[src/rtl/alu_arbiter.sv]
// alu_arbiter: shares the single EX-stage ALU between the pipeline issue port (0)
// and the debug/test port (1). One transaction in flight: IDLE -> EXEC -> RESP.
// Ties go round-robin by default; defining ALU_ARB_FIXED_PRIO_EN makes port 0
// always win ties and removes the last-grant pointer.
module alu_arbiter #(
  parameter int BITS_SIZE  = 32,
  parameter int BITS_SHAMT = 5,
  parameter int BITS_OP    = 6
) (
  input  logic                  i_clk,
  input  logic                  i_rst_n,
  // request port 0 (pipeline EX issue)
  input  logic                  i_req0_valid,
  output logic                  o_req0_ready,
  input  logic [BITS_SIZE-1:0]  i_req0_data_a,
  input  logic [BITS_SIZE-1:0]  i_req0_data_b,
  input  logic [BITS_OP-1:0]    i_req0_op,
  input  logic [BITS_SHAMT-1:0] i_req0_shamt,
  input  logic                  i_req0_flag_shamt,
  // request port 1 (debug/test unit)
  input  logic                  i_req1_valid,
  output logic                  o_req1_ready,
  input  logic [BITS_SIZE-1:0]  i_req1_data_a,
  input  logic [BITS_SIZE-1:0]  i_req1_data_b,
  input  logic [BITS_OP-1:0]    i_req1_op,
  input  logic [BITS_SHAMT-1:0] i_req1_shamt,
  input  logic                  i_req1_flag_shamt,
  // ALU side
  output logic [BITS_SIZE-1:0]  o_alu_data_a,
  output logic [BITS_SIZE-1:0]  o_alu_data_b,
  output logic [BITS_OP-1:0]    o_alu_op,
  output logic [BITS_SHAMT-1:0] o_alu_shamt,
  output logic                  o_alu_flag_shamt,
  input  logic [BITS_SIZE-1:0]  i_alu_result,
  input  logic                  i_alu_zero,
  // responses (payload shared, valid per port)
  output logic                  o_rsp0_valid,
  output logic                  o_rsp1_valid,
  input  logic                  i_rsp0_ready,
  input  logic                  i_rsp1_ready,
  output logic [BITS_SIZE-1:0]  o_rsp_result,
  output logic                  o_rsp_zero
);

  typedef struct packed {
    logic [BITS_SIZE-1:0]  data_a;
    logic [BITS_SIZE-1:0]  data_b;
    logic [BITS_OP-1:0]    op;
    logic [BITS_SHAMT-1:0] shamt;
    logic                  flag_shamt;
  } alu_req_t;

  typedef enum logic [1:0] {IDLE, EXEC, RESP} state_t;

  state_t         state;
  alu_req_t [1:0] req;
  alu_req_t       alu_q;
  logic [1:0]     req_valid;
  logic [1:0]     rsp_ready;
  logic [1:0]     rsp_valid;
  logic           sel;       // port that would be granted this cycle
  logic           gnt_port;  // port owning the in-flight transaction
  logic           hs;        // request handshake
`ifndef ALU_ARB_FIXED_PRIO_EN
  logic           last_gnt;
`endif

  assign req[0] = {i_req0_data_a, i_req0_data_b, i_req0_op, i_req0_shamt, i_req0_flag_shamt};
  assign req[1] = {i_req1_data_a, i_req1_data_b, i_req1_op, i_req1_shamt, i_req1_flag_shamt};

  assign req_valid = {i_req1_valid, i_req0_valid};
  assign rsp_ready = {i_rsp1_ready, i_rsp0_ready};

  // Grant select: a lone requester wins; on a tie the policy decides.
  always_comb begin
    sel = 1'b0;
`ifdef ALU_ARB_FIXED_PRIO_EN
    sel = ~req_valid[0];
`else
    if (&req_valid) sel = ~last_gnt;
    else            sel = ~req_valid[0];
`endif
  end

  // Readies are only ever offered in IDLE, and only to the selected valid port.
  assign hs           = (state == IDLE) && req_valid[sel];
  assign o_req0_ready = hs && !sel;
  assign o_req1_ready = hs &&  sel;

  assign o_alu_data_a     = alu_q.data_a;
  assign o_alu_data_b     = alu_q.data_b;
  assign o_alu_op         = alu_q.op;
  assign o_alu_shamt      = alu_q.shamt;
  assign o_alu_flag_shamt = alu_q.flag_shamt;

  assign o_rsp0_valid = rsp_valid[0];
  assign o_rsp1_valid = rsp_valid[1];

  // Transaction FSM: latch operands, capture ALU output, hold response until taken.
  always_ff @(posedge i_clk or negedge i_rst_n) begin
    if (!i_rst_n) begin
      state        <= IDLE;
      alu_q        <= '0;
      gnt_port     <= 1'b0;
      rsp_valid    <= '0;
      o_rsp_result <= '0;
      o_rsp_zero   <= 1'b0;
`ifndef ALU_ARB_FIXED_PRIO_EN
      last_gnt     <= 1'b1;
`endif
    end else begin
      case (state)
        IDLE: begin
          if (hs) begin
            alu_q    <= req[sel];
            gnt_port <= sel;
`ifndef ALU_ARB_FIXED_PRIO_EN
            last_gnt <= sel;
`endif
            state    <= EXEC;
          end
        end
        EXEC: begin
          o_rsp_result        <= i_alu_result;
          o_rsp_zero          <= i_alu_zero;
          rsp_valid[gnt_port] <= 1'b1;
          state               <= RESP;
        end
        RESP: begin
          // the other port's ready is deliberately ignored
          if (rsp_ready[gnt_port]) begin
            rsp_valid <= '0;
            state     <= IDLE;
          end
        end
        default: state <= IDLE;
      endcase
    end
  end

endmodule

[config.mk]
export PLATFORM = sky130hd
export DESIGN_NAME = alu_arbiter
export DESIGN_NICKNAME = d
export VERILOG_FILES = /design/src/rtl/alu_arbiter.sv
export SDC_FILE = /design/constraint.sdc
export NUM_CORES = 1
export LEC_CHECK = 0
export BUFFER_PORTS_ARGS = -buffer_cell sky130_fd_sc_hd__buf_2
export CAP_MARGIN = 20
export CORE_ASPECT_RATIO = 0.8
export CORE_MARGIN = 2
export CORE_UTILIZATION = 30
export CTS_BUF_LIST = sky130_fd_sc_hd__clkbuf_4
export DETAILED_ROUTE_END_ITERATION = 8
export SKIP_LAST_GASP = 1
export SLEW_MARGIN = 0
export SYNTH_ARGS = -nofsm -noshare
export SYNTH_HDL_FRONTEND = slang
export SYNTH_SLANG_ARGS = --single-unit
[constraint.sdc]
create_clock -name i_clk -period 1.78 [get_ports i_clk]
set_input_delay 0.178 -clock i_clk [delete_from_list [all_inputs] [get_ports i_clk]]
set_output_delay 0.178 -clock i_clk [all_outputs]
set_load 0.02 [all_outputs]
==> results of run 1 <==
## kinds of logic after synthesis
group                  after synthesis  share of synthesized area
multiplexers                        33                     0.0754
AO/OA/AOI/OAI                      161                      0.281
flip-flops                         115                      0.584
AND/OR/NAND/NOR                     14                     0.0147
buffers and inverters               41                     0.0447
## through the flow
stage / std cells / util / cell area (µm²)
floorplan: 364 / - / 4930
global placement: 857 / 0.420 / 6680
detailed placement: 857 / 0.420 / 6680
## cells in the mapped netlist, drive strengths merged
master  instances
dfrtp         114
a221o          76
o21a           76
mux2           33
clkbuf         20
buf            19
o21ai           5
nor2            4
nor2b           3
a21o            2
and3            2
inv             2
nand2           2
nand2b          2
a21oi           1
dfstp           1
o21bai          1
or2             1
==> impl_metrics.yaml, run 1 <==
synth:
  yosys.area.top_type: "dfrtp_1"
  synth.avg_cell_area_um2: 13.5
  synthDominantCellAreaShare: 0.579
  synth.area.top_cells: "dfrtp_1 (58%), a221o_1 (15%), o21a_1 (12%)"
  synth_nets: 555
  synth-seq-area-share: 0.584
  synth_cell_types: 20
  syn_inst: 364
  syn_area_um2: 4930
  ys_ff_latch: 115
  yosys_warnings: 0
placement:
  port_buffers: 303
  dp_hpwl_mm: 11.5
  gp_congestion: 0.792
  preCtsSetupSlack_ps: -164
run_status:
  status: "stopped before the end"
  tool.error: "[ERROR RSZ-0060] Max buffer count reached."
  stop_stage: "clock tree synthesis (4_1_cts)"
floorplanning:
  die_y_um: 119
  start_util: 0.310
  fp.dieW_um: 147
  rows: 41
  io_pins: 304
cts:
  cts.sinks: 115
  cts_made_buffers: 17
  cts_hold_buf: 179
  clock-root-buffer: "clkbuf_4"
  cts_resized: 5
  htree_num_levels: 4
  cts_setup_buffers: 3
  ctsLongestPathBuffers: 2
==> run 2, diff against run 1 <==
Settings changed: CORE_ASPECT_RATIO 0.8 to default, CORE_UTILIZATION 30 to 20, CTS_BUF_LIST sky130_fd_sc_hd__clkbuf_4 to default, PLACE_DENSITY_LB_ADDON from default to 0.15.
==> run 2 against run 1 <==
  * The flow now finishes without violations
  * Synthesized area unchanged
  * Synthesized cell count unchanged
==> impl_metrics.yaml, run 2 <==
run_status:
  status: "completed"
cts:
  cts_made_buffers: 17
  cts.sinks: 115
  htree_num_levels: 4
  clock-root-buffer: "clkbuf_16"
  cts_tree: "built"
  ctsLongestPathBuffers: 2
  cts.clk_slew.worst_paths_ps: 60
  clk_latency_ps: 420
synth:
  synth.area.top_cells: "dfrtp_1 (58%), a221o_1 (15%), o21a_1 (12%)"
  synth.avg_cell_area_um2: 13.5
  synthDominantCellAreaShare: 0.579
  synth_nets: 555
  syn_area_um2: 4930
  async_flop_share: 1.00
  ys_ff_latch: 115
  synth_common_cells: "dfrtp_1 (114), a221o_1 (76), o21a_1 (76)"
  synth_edf_count: 0
  yosys_warnings: 0
  synth.most_common_cell: "dfrtp_1"
  synth_cell_types: 20
  yosys.area.top_type: "dfrtp_1"
  syn_inst: 364
  synth-seq-area-share: 0.584
  ys.flop_type: "dfrtp_1"
pwr:
  netSwitchingFraction: 0.385
  power.switching_mw: 6.10
  cellLeakagePower_nw: 4.36
  peakVddDrop_mv: 0.903
  powerDensity_nw_per_um2: 1730
  p_clk_frac: 0.235
  p_comb_frac: 0.472
  seqPwrFrac: 0.293
  internal-power_mw: 9.77
finish:
  finalCoreUtilization: 0.378
  drive_above_1_share: 0.469
  final_common_cell: "buf_2"
  layout_common_cells: "buf_2 (301), dlygate4sd3_1 (160), dfrtp_1 (113), o21a_1 (76), a221o_1 (76)"
  areaGrowthSynthToFinish_pct: 86.0
  final_area_um2: 9170
  layoutNonFillerInstCount: 1160
  nNetsFinal: 1014
  diodes: 0
floorplanning:
  io_pins: 304
  fp.dieW_um: 161
  rows: 57
  dieArea_um2: 25900
  core_um2: 24200
  die_y_um: 161
  start_util: 0.203
global_route:
  grt_util_all_layers: 0.143
  antenna_found_initial: 0
  grt_pass1_vias: 5595
  grt_remaining_overflow: 0
  grt_max_degree: 46
  grt_first_pass_wirelength_mm: 29.3
sta:
  max_freq_ghz: 0.592
  setup_tns_ps: 0
  rsz0062_at_grt: "no"
  layout_min_cycle_time_ps: 1690
  worstMarginPinSlew_ps: 1010
  period_share: 0.950
  hold_viol: 0
  slew_headroom: 0.327
  report.final.slew_viol_count: 0
  setup_ws_ps: 89.7
  skew_ps: 15.9
  setup_viol: 0
critical_path:
  cp-start-kind: "flop"
  critPathCaptureType: "flop"
  worstReg2RegStart: "last_gnt"
  critPathTopFamily: "flip-flops"
  cp_slowest_cell: "dfstp_2"
  slowest_delay_ps: 530
  worstPathArrival_ps: 1980
  path_max_fanout: 18
  worst-path-buf-inv: 2
  critPathLaunch: "last_gnt"
  critPathKind: "flop to flop"
  path_cells: "nand2_1 -> and3_4 -> buf_4 -> bufbuf_16 -> a221o_1"
  required_ps: 2070
run:
  maxCapViolations: 0
placement:
  dp_hpwl_mm: 11.8
  place_area_um2: 6860
  gp_congestion: 0.806
  port_buffers: 303
  dp_cells: 964
  preCtsSetupSlack_ps: 8.88
routing:
  drtIter0Drc: 244
  num_vias: 5102
  routedWlPerCell_um: 16.3
  drt_first_pass_iters: 4
  wl_mm: 18.9
  ant_nets: 0
  route.detailed.drc: 0
  routed_via_density: 4.40
hold_path:
  hold_path_class: "input port to flop"
  hold_start: "i_req0_data_b[20]"
## run 2: area by class of cell
class                   instances  area, µm²
clock buffers                  18        439
clock inverters                14        201
fillers                      2363      15100
inverters                       2       7.51
multi-input cells             208       1850
flip-flops and latches        115       2880
well taps                     324        405
repair buffers                479       3380
## run 2: metal layers
| metal | vias to the layer above | track usage | routed length (µm) |
|---|---|---|---|
| met4 | 0 | 0.0369 | 221 |
| met3 | 16 | 0.0439 | 1350 |
| met1 | 2508 | 0.161 | 7470 |
| li1 | 2351 | - | - |
| met2 | 227 | 0.264 | 9830 |
| met5 | - | 0 | 0 |
## run 2: power by group through the flow
stage               combinational [mW]  sequential [mW]  clock, mW
floorplan                         3.16             6.14          0
global placement                  7.01             4.68          0
detailed placement                7.12             4.66          0
CTS                               7.52             4.64       3.85
global route                      8.02             4.80       3.98
finish                            7.50             4.65       3.73
## run 2: worst paths after layout
kind | end | slack (ps) | cells past startpoint
setup / recovery | o_alu_data_a[29] | 90 | 5
hold / removal | o_alu_data_b[20] | 10 | 2
setup reg to reg | o_alu_data_a[29] | 90 | 5
hold reg to reg | o_rsp_result[8] | 500 | 1
max in group asynchronous | o_alu_data_b[12] | 950 | 3
min in group asynchronous | o_rsp_result[10] | 230 | 2
## run 2: timing repair
action | CTS | global route
hold buffers | 160 | 0
pin swaps | 1 | 0
gates resized for setup | 2 | 2
setup endpoints to repair | 1 | 1
cloned | 1 | 0
buffers inserted | 1 | 2
hold endpoints to repair | 120 | 0
## run 2: logic make-up (layout without fill, tap and decap cells)
| family | Yosys count | in the layout | synth area share |
|---|---|---|---|
| DFF | 115 | 115 | 0.584 |
| buffers and inverters | 41 | 513 | 0.0447 |
| and+or+nand+nor | 14 | 14 | 0.0147 |
| AOI/OAI and AO/OA | 161 | 161 | 0.281 |
| muxes | 33 | 33 | 0.0754 |
## run 2: stage by stage
stage / hold WS, ps / total power [mW]
floorplan: -118 / 9.31
detailed placement: 123 / 11.8
finish: 11.0 / 15.9
CTS: 0.467 / 16.0
global route: 0.872 / 16.8
global placement: 123 / 11.7
(Power assumes the default switching activity.)
==> run 3, diff against run 2 <==
Clock period 1.78 ns to 1.67 ns, I/O delays scaled along.
==> run 3 against run 2 <==
  * Register-to-register slack worse by 20 ps
  * Sequential share of layout area down 0.86 points
  * Total power up 5.9%
  * First-iteration DRC count down 15%
  * Design area up 2.8%
  * Clock skew down 9.1 ps
  * Routed wire length up 2.6%
  * Sequential power up 6.5%
  * Critical path type unchanged
  * Largest cell class unchanged
==> impl_metrics.yaml, run 3 (synthesis gave the netlist of run 2 again) <==
run_status:
  status: "completed"
critical_path:
  path_cells: "nand2_1 -> and3_4 -> buf_6 -> clkbuf_16 -> a221o_1"
  critPathCaptureType: "flop"
  critPathTopFamily: "flip-flops"
  required_ps: 1950
  path_max_fanout: 21
  worstReg2RegStart: "last_gnt"
  ff2ff_setup_slack_ps: 70
  slowest_delay_ps: 530
  cp_slowest_cell: "dfstp_2"
  critPathKind: "flop to flop"
  critPathLaunch: "last_gnt"
  worst-path-buf-inv: 2
  worstPathArrival_ps: 1890
  cp-start-kind: "flop"
finish:
  drive_above_1_share: 0.455
  final_area_um2: 9420
  finalCoreUtilization: 0.389
  layoutNonFillerInstCount: 1185
  areaGrowthSynthToFinish_pct: 91.2
  nNetsFinal: 1039
  layout_common_cells: "buf_2 (300), dlygate4sd3_1 (184), dfrtp_1 (114), o21a_1 (76), a221o_1 (76)"
  diodes: 0
  final_common_cell: "buf_2"
run:
  maxCapViolations: 0
pwr:
  total_power_mw: 16.8
  powerDensity_nw_per_um2: 1780
  peakVddDrop_mv: 0.772
  cellLeakagePower_nw: 4.46
placement:
  place_area_um2: 6870
  port_buffers: 303
  gp_congestion: 0.811
  dp_cells: 964
  dp_hpwl_mm: 11.7
global_route:
  grt_max_degree: 52
  grt_util_all_layers: 0.148
  grt_pass1_vias: 5864
  antenna_found_initial: 0
  grt_first_pass_wirelength_mm: 30.2
  grt_remaining_overflow: 0
cts:
  clk_latency_ps: 410
  ctsLongestPathBuffers: 2
  cts_tree: "built"
  clock-root-buffer: "clkbuf_16"
  cts.clk_slew.worst_paths_ps: 60
  htree_num_levels: 4
  cts_made_buffers: 17
  cts.sinks: 115
floorplanning:
  start_util: 0.203
  io_pins: 304
  fp.dieW_um: 161
  rows: 57
  core_um2: 24200
  dieArea_um2: 25900
  die_y_um: 161
routing:
  routed_via_density: 4.39
  ant_nets: 0
  drt_first_pass_iters: 4
  routedWlPerCell_um: 16.3
  route.detailed.drc: 0
  num_vias: 5202
  wl_mm: 19.4
  drtIter0Drc: 208
sta:
  layout_min_cycle_time_ps: 1600
  max_freq_ghz: 0.623
  hold_viol: 0
  rsz0062_at_grt: "yes"
  worstMarginPinSlew_ps: 1020
  setup_tns_ps: 0
  skew_ps: 6.79
  setup_viol: 0
  slew_headroom: 0.320
  report.final.slew_viol_count: 0
  period_share: 0.961
hold_path:
  hold_start: "i_req0_data_b[2]"
  hold_path_class: "input port to flop"
run 3: cell types whose count changed in the layout (fill, tap and decap cells not counted), moves of 2 or more:
cell | before | now
dlygate4sd3_1 | 160 | 184
buf_6 | 0 | 4
inv_8 | 0 | 2
bufinv_16 | 4 | 2
inv_6 | 3 | 5
buf_4 | 8 | 4
run 3: final cells by class:
type | instances | area, µm²
fill | 2321 | 14800
timing repair buffer | 504 | 3670
sequential | 115 | 2880
multi-input combinational | 208 | 1860
clock buffer | 17 | 425
tap | 324 | 405
clock inverter | 15 | 173
inverter | 2 | 7.51
run 3: path summary, 6_finish.rpt:
check | end | depth (start not counted)
hold / removal | o_alu_data_b[2] | 2
min in group asynchronous | o_rsp_result[11] | 2
setup reg to reg | o_alu_shamt[1] | 5
setup / recovery | o_alu_shamt[1] | 5
hold reg to reg | o_rsp_result[20] | 1
max in group asynchronous | o_alu_data_a[23] | 3
run 3: routing by layer:
layer / track usage / share of wire
met1: 0.166 / 0.41
met2: 0.270 / 0.51
met3: 0.0416 / 0.064
met4: 0.0483 / 0.020
met5: 0 / 0
run 3: per-stage QoR:
stage	hold WS [ps]	worst slack [ps]
floorplan	-129	78.9
global placement	49.3	-33.8
detailed placement	53.1	-136
CTS	2.66	-40.1
global route	7.03	-1.69
finish	24.7	65.4
run 3: where the power goes:
part	switching, mW	internal (mW)	leakage [nW]
Combinational	4.39	3.77	2.77
Sequential	0.755	4.19	1.40
Clock	1.46	2.24	0.289
run 3: timing repair:
action | in CTS | in global routing
pin swaps | 1 | 2
gates resized for setup | 4 | 7
gates cloned | 1 | 1
setup endpoints to repair | 2 | 28
hold endpoints to repair | 224 | 0
buffers inserted | 2 | 1
hold buffers | 184 | 0
==> run 4, diff against run 3 <==
Settings changed: CTS_BUF_LIST from default to sky130_fd_sc_hd__clkbuf_4 sky130_fd_sc_hd__clkbuf_8, GPL_TIMING_DRIVEN from default to 0.
==> run 4 against run 3 <==
  * The run now ends with negative setup slack left
  * Critical path type unchanged
  * Global-route usage fell by 0.20 points
  * Count of clock-buffer cells in the layout unchanged
  * Die area is the same
  * Design area increased by 1.5%
  * Largest cell class unchanged
  * Clock skew is 5.3 ps higher
  * Maximum frequency is 8.8% lower
  * Hold slack better by 45 ps
==> impl_metrics.yaml, run 4 (synthesis gave the netlist of run 2 again) <==
sta:
  rsz0062_at_grt: "yes"
  layout_min_cycle_time_ps: 1760
  setup_tns_ps: -2440
  report.final.slew_viol_count: 0
  setup_ws_ps: -88.9
  hold_viol: 0
  holdWs_ps: 69.3
  skew_ps: 12.1
  max_freq_ghz: 0.569
  worstMarginPinSlew_ps: 571
  setup_viol: 62
  period_share: 1.05
  slew_headroom: 0.619
routing:
  routedWlPerCell_um: 15.9
  drt_first_pass_iters: 4
  wl_mm: 19.4
  ant_nets: 0
  routed_via_density: 4.29
  route.detailed.drc: 0
  drtIter0Drc: 200
  num_vias: 5254
run:
  maxCapViolations: 0
critical_path:
  critPathCaptureType: "flop"
  critPathKind: "flop to flop"
  cp-start-kind: "flop"
  path_max_fanout: 9
  worstPathArrival_ps: 2060
  ff2ff_setup_slack_ps: -90
  required_ps: 1980
finish:
  layoutNonFillerInstCount: 1224
  layout_common_cells: "buf_2 (307), dlygate4sd3_1 (186), dfrtp_1 (114), o21a_1 (76), a221o_1 (76)"
  regArea_um2: 2880
  nNetsFinal: 1078
  drive_above_1_share: 0.466
  fillers: 2410
  final_common_cell: "buf_2"
  areaGrowthSynthToFinish_pct: 94.2
  diodes: 0
  final_area_um2: 9570
  multiInputGateArea_um2: 1840
  finalCoreUtilization: 0.395
cts:
  htree_num_levels: 4
  cts.clk_slew.worst_paths_ps: 80
  clock-root-buffer: "clkbuf_8"
  clk_latency_ps: 430
  cts_tree: "built"
  cts_made_buffers: 17
  ctsLongestPathBuffers: 2
  cts.sinks: 115
global_route:
  grt_remaining_overflow: 0
  grt_first_pass_wirelength_mm: 29.9
  antenna_found_initial: 0
  grt_max_degree: 61
  grt_pass1_vias: 5780
  grt_util_all_layers: 0.146
placement:
  place_area_um2: 6880
  gp_congestion: 0.780
  port_buffers: 303
  dp_cells: 992
  dp_hpwl_mm: 13.1
  preCtsSetupSlack_ps: -226
floorplanning:
  die_y_um: 161
  dieArea_um2: 25900
  io_pins: 304
  fp.dieW_um: 161
  rows: 57
  core_um2: 24200
  start_util: 0.203
pwr:
  cellLeakagePower_nw: 4.58
  peakVddDrop_mv: 0.682
  total_power_mw: 16.6
  powerDensity_nw_per_um2: 1740
hold_path:
  hold_path_class: "input port to flop"
run_status:
  violations: "negative setup slack"
  status: "finished with violations"
==> run 4: what timing repair did <==
action	CTS	global route
resized for setup	35	40
pin swaps	3	36
cloned	0	7
setup buffers	6	5
hold endpoints to repair	163	0
hold buffers	186	0
endpoints found under the setup margin	73	66
==> run 4: area by class of cell <==
type,count,share of cell area
plain buffers,35,0.0365
clock buffers,17,0.0245
clock inverters,15,0.0156
inverters,2,0.000785
multi-input cells,208,0.192
flip-flops and latches,115,0.301
well taps,324,0.0424
repair buffers,508,0.387
==> run 4: per-layer routing <==
metal  up-vias  GRT usage  wire length [µm]
met3        24     0.0405              1200
met1      2518      0.172              8250
met5         -          0                 0
met4         0     0.0438               348
met2       225      0.258              9630
li1       2487          -                 -
==> run 4: path summary, 6_finish.rpt <==
check	startpoint	end	cells after the start
max in group asynchronous	i_rst_n	o_alu_data_a[16]	3
min in group asynchronous	i_rst_n	o_rsp_result[12]	2
setup / recovery	state[1]	o_alu_data_a[23]	6
setup reg to reg	state[1]	o_alu_data_a[23]	6
hold reg to reg	o_rsp_result[6]	o_rsp_result[6]	1
hold / removal	i_rsp0_ready	state[1]	4
==> run 4: worst max-delay path: stages (launching register included) <==
cell	delay, ps
dfrtp_1	420
buf_4	150
or2_4	290
buf_12	180
clkbuf_16	160
o21a_1	180
a221o_1	260
==> run 4: power breakdown <==
part	leakage, nW	internal (mW)	switching [mW]	total [mW]
clock	0.195	1.22	1.34	2.56
sequential	1.40	4.19	0.764	4.95
combinational	2.99	4.54	4.59	9.13
total	4.58	9.94	6.70	16.6
